## src/rtl/mux_n_skid.sv

```systemverilog
// N-way channel mux feeding a 2-entry skid buffer with registered in_ready.
// Define MUX_N_SKID_MERGE_EN to drive bitwise-merged data on an invalid select.
module mux_n_skid #(
   parameter int WIDTH = 8,
   parameter int NCH   = 4,
   parameter int SELW  = 2
) (
   input  logic                   clk,
   input  logic                   reset_n,
   input  logic                   in_valid,
   output logic                   in_ready,
   input  logic [SELW-1:0]        in_sel,
   input  logic [NCH*WIDTH-1:0]   in_data,
   output logic                   out_valid,
   input  logic                   out_ready,
   output logic [WIDTH-1:0]       out_data,
   output logic                   out_err
);

   typedef enum logic [1:0] {
      EMPTY = 2'd0,
      ONE   = 2'd1,
      FULL  = 2'd2
   } state_t;

   localparam logic [SELW:0] NCH_L = (SELW+1)'(NCH);

   state_t           state_q, state_d;
   logic [WIDTH-1:0] main_data_q, main_data_d;
   logic             main_err_q, main_err_d;
   logic [WIDTH-1:0] skid_data_q, skid_data_d;
   logic             skid_err_q, skid_err_d;
   logic             in_ready_q, in_ready_d;
   logic             out_valid_q, out_valid_d;

   logic [WIDTH-1:0] beat_data;
   logic             beat_err;
   logic             in_xfer;
   logic             out_xfer;

   assign in_xfer  = in_valid & in_ready_q;
   assign out_xfer = out_valid_q & out_ready;

   // Invalid selects fall through to the default, valid ones override it
   always_comb begin
`ifdef MUX_N_SKID_MERGE_EN
      beat_data = '1;
      for (int k = 0; k < NCH; k++) begin
         beat_data = beat_data & in_data[k*WIDTH +: WIDTH];
      end
`else
      beat_data = '0;
`endif
      beat_err = ({1'b0, in_sel} >= NCH_L);
      for (int k = 0; k < NCH; k++) begin
         if ({1'b0, in_sel} == (SELW+1)'(k)) begin
            beat_data = in_data[k*WIDTH +: WIDTH];
         end
      end
   end

   always_comb begin
      state_d     = state_q;
      main_data_d = main_data_q;
      main_err_d  = main_err_q;
      skid_data_d = skid_data_q;
      skid_err_d  = skid_err_q;
      case (state_q)
         EMPTY: begin
            if (in_xfer) begin
               state_d     = ONE;
               main_data_d = beat_data;
               main_err_d  = beat_err;
            end
         end
         ONE: begin
            if (in_xfer && out_xfer) begin
               main_data_d = beat_data;
               main_err_d  = beat_err;
            end else if (in_xfer) begin
               state_d     = FULL;
               skid_data_d = beat_data;
               skid_err_d  = beat_err;
            end else if (out_xfer) begin
               state_d = EMPTY;
            end
         end
         FULL: begin
            if (out_xfer) begin
               state_d     = ONE;
               main_data_d = skid_data_q;
               main_err_d  = skid_err_q;
            end
         end
         default: state_d = EMPTY;
      endcase
      in_ready_d  = (state_d != FULL);
      out_valid_d = (state_d != EMPTY);
   end

   always_ff @(posedge clk) begin
      if (!reset_n) begin
         state_q     <= EMPTY;
         main_data_q <= '0;
         main_err_q  <= 1'b0;
         skid_data_q <= '0;
         skid_err_q  <= 1'b0;
         in_ready_q  <= 1'b0;
         out_valid_q <= 1'b0;
      end else begin
         state_q     <= state_d;
         main_data_q <= main_data_d;
         main_err_q  <= main_err_d;
         skid_data_q <= skid_data_d;
         skid_err_q  <= skid_err_d;
         in_ready_q  <= in_ready_d;
         out_valid_q <= out_valid_d;
      end
   end

   assign in_ready  = in_ready_q;
   assign out_valid = out_valid_q;
   assign out_data  = main_data_q;
   assign out_err   = main_err_q;

endmodule

```

## config.mk

```make
export PLATFORM = sky130hd
export DESIGN_NAME = mux_n_skid
export DESIGN_NICKNAME = d
export VERILOG_FILES = /design/src/rtl/mux_n_skid.sv
export SDC_FILE = /design/constraint.sdc
export NUM_CORES = 1
export LEC_CHECK = 0
export ABC_AREA = 1
export BUFFER_PORTS_ARGS = -buffer_cell sky130_fd_sc_hd__buf_2
export CORE_MARGIN = 4
export CORE_UTILIZATION = 45
export CTS_CLUSTER_SIZE = 16
export DETAILED_ROUTE_END_ITERATION = 7
export PLACE_DENSITY_LB_ADDON = 0.2
export SYNTH_ARGS = -nofsm -noshare
export SYNTH_HDL_FRONTEND = slang
export SYNTH_SLANG_ARGS = --single-unit
```

## constraint.sdc

```tcl
create_clock -name clk -period 2.6 [get_ports clk]
set_clock_uncertainty 0.15 [all_clocks]
set_input_delay 0.52 -clock clk [delete_from_list [all_inputs] [get_ports clk]]
set_output_delay 0.52 -clock clk [all_outputs]
set_load 0.1 [all_outputs]
```

==> metrics.md <==
| Metric | Value |
|---|---|
| Status | completed |
| Die W | 59.91 um |
| Register area share after synthesis | 33.02% |
| Seq pwr share | 38.3% |
| Critical path class | reg -> out |
| Largest net degree at the start of global routing | 19 |
| Area after DPL | 0.001430 mm^2 |
| Critical path cell sequence | buf_2 |
| Capturing element type of the critical path | output pin |
| Routability Congestion | 0.8238 |
| Critical path launch point type | register |
| Post-CTS setup buffers | 0 |
| NetSw | 0.3320 mW |
| Row count | 18 |
| Clk buf depth | 2 |
| Setup total negative slack | 0 ns |
| Crit share post-route | 69.04% |
| Antenna diodes | 0 |
| Die Height | 59.91 um |
| Gr usage total | 16.72% |
| Yosys top cell area share | 33.02% |
| Starting Density | 48.07% |
| Min-delay worst type | reg -> reg |
| Pint | 0.5584 mW |
| Synth Cell Area | 0.001212 mm^2 |
| Crit path depth | 1 |
| Maximum VDD drop | 0.3893 mV |
| Clock share of power | 28.4% |
| Leakage Power | 0.7222 nW |
| Final HPWL DP | 2.093 mm |
| FMAX | 557.1 MHz |
| Critical path required time | 1.93 ns |
| Family with the most delay on the worst path | buffers and inverters |
| I/O Pins | 49 |
| Routed WL | 2.720 mm |
| Synth cell types | 25 |
| First-pass GRT wire length | 4.616 mm |
| DR pass1 iterations | 4 |
| Hold_ws | 0.3797 ns |
| RSZ-0062 raised after global routing | no |
| Highest-delay cell along the critical path | buf_2 |
| Synthesis-stage register bit count | 20 |
| TritonCTS clock tree | built |
| Area of the core | 0.002522 mm^2 |
| Clock latency on the worst-skew pair | 0.30 ns |
| FF-to-FF setup slack | 1.20 ns |
| Switching Fraction | 37.29% |
| Fin crit period | 1.795 ns |
| Share of total power in combinational logic | 33.3% |
| Hold_buf cts | 0 |
| DRT iter0 DRCs | 28 |
| Crit path DAT | 1.13 ns |
| Slowest stage delay, CP | 0.44 ns |
| Global route overflow | 0 |
| WP buf/inv | 1 |
| Via count of the routed design | 1216 |
| Reg2reg path depth | 7 |
| Vias in the first global route | 1092 |
| Mapped Cells | 180 |
| Reg clk slew, reported paths | 0.12 ns |
| Hold Fails Final Rpt | 0 |
| I/O Buffers | 47 |
| Layout cells sized above 1 | 33.04% |
| WL/cell | 10.71 um |
| Net Count, Synth | 218 |
| Root Buffer | clkbuf_4 |
| Drc violations | 0 |
| Max-slew violation count | 0 |
| Hold Path Depth | 4 |
| Non-Filler Cell Area, Final | 0.001483 mm^2 |
| Initial antenna violation count | 0 |
| Max Cap Viol | 0 |
| Die Footprint | 0.003589 mm^2 |
| Final core utilization | 58.78% |
| Sink Count | 20 |
| Synth area leader | dfxtp_1 |
| Layout Nets | 263 |
| Mean Syn Cell Area | 6.736 um^2 |
| Synth warn | 0 |
| CP Max Fanout | 3 |
| TritonCTS Buffers | 3 |
| Post-CTS sizing | 0 |
| Syn-to-layout area delta | 22.29% |
| H-tree depth | 1 |
| Final setup viols | 0 |
| Detail Route Antenna Nets | 0 |
| Synth top area cells | dfxtp_1 (33%), nand2_1 (11%), nand3_1 (9.9%), inv_1 (6.5%), a21oi_2 (5.8%) |
| Pwr/cell area | 600.5 mW/mm^2 |
| Vias/cell | 4.787 |
-- flip-flops by register name, summed over array words and instances (netlist names) --
name         cells
in_ready         1
out_valid        1
out_data         8
state_q          2
skid_data_q      8
-- Yosys cell counts (all sizes together) --
cell / count
nor3: 1
clkbuf: 1
a21oi: 17
nand2: 39
a31oi: 1
buf: 6
or2: 8
dfxtp: 20
nor2: 21
o21ai: 17
inv: 22
nand3: 25
nand4: 1
conb: 1
-- final timing paths --
path,from,endpoint
worst max register to register,state_q[0]$_SDFF_PN0_,out_data[2]$_SDFFE_PN0P_
worst min-delay path,out_data[4]$_SDFFE_PN0P_,out_data[4]$_SDFFE_PN0P_
worst min register to register,out_data[4]$_SDFFE_PN0P_,out_data[4]$_SDFFE_PN0P_
worst max-delay path,in_ready$_SDFF_PN0_,in_ready
-- routing by layer --
layer | vias up | part of all wire (%) | track usage (%)
met5 | - | 0 | 0
met4 | 0 | 0.55 | 1.899
met3 | 2 | 5.5 | 4.320
met2 | 25 | 51 | 29.32
met1 | 522 | 43 | 21.05
li1 | 667 | - | -
-- placed cells by master, fill, tap and decap left out, drive strengths merged --
master and instances:
buf 47, nand2 39, nand3 25, inv 22, nor2 21, dfxtp 20, o21ai 17, a21oi 17
or2 8, clkbuf 3, nor3 1, nand4 1, a31oi 1, conb 1, bufinv 1
-- final cells by class --
cell class	instances	area, um^2
clock buffers	3	22.52
clock inverters	1	30.03
fillers	260	1040
repair buffers	47	235.2
inverters	22	82.58
well taps	30	37.54
flip-flops and latches	20	400.4
multi-input cells	131	674.4
-- power groups by stage --
stage	sequential, mW	combinational (mW)	clock, mW
6_report	0.341	0.297	0.253
3_5_place_dp	0.348	0.298	0
3_3_place_gp	0.348	0.297	0
2_1_floorplan	0.465	0.125	0
4_1_cts	0.341	0.298	0.256
5_1_grt	0.344	0.324	0.273
-- logic make-up after synthesis --
| family | after synthesis | synth area share (%) |
|---|---|---|
| flops | 20 | 33.02 |
| simple gates | 95 | 38.29 |
| buf+inv | 29 | 11.35 |
| compound gates | 35 | 17.03 |
| other cells | 1 | 0.3093 |
-- through the flow --
| step | power, mW | std cells | worst slack, ns |
|---|---|---|---|
| floorplan | 0.5896 | 180 | 0.6093 |
| global placement | 0.6448 | 250 | 0.9308 |
| detailed placement | 0.6458 | 250 | 0.9261 |
| CTS | 0.8956 | 254 | 0.7933 |
| global route | 0.9417 | 254 | 0.7515 |
| finish | 0.8904 | 254 | 0.8050 |
Note: power is estimated with default switching activity, not from simulation.
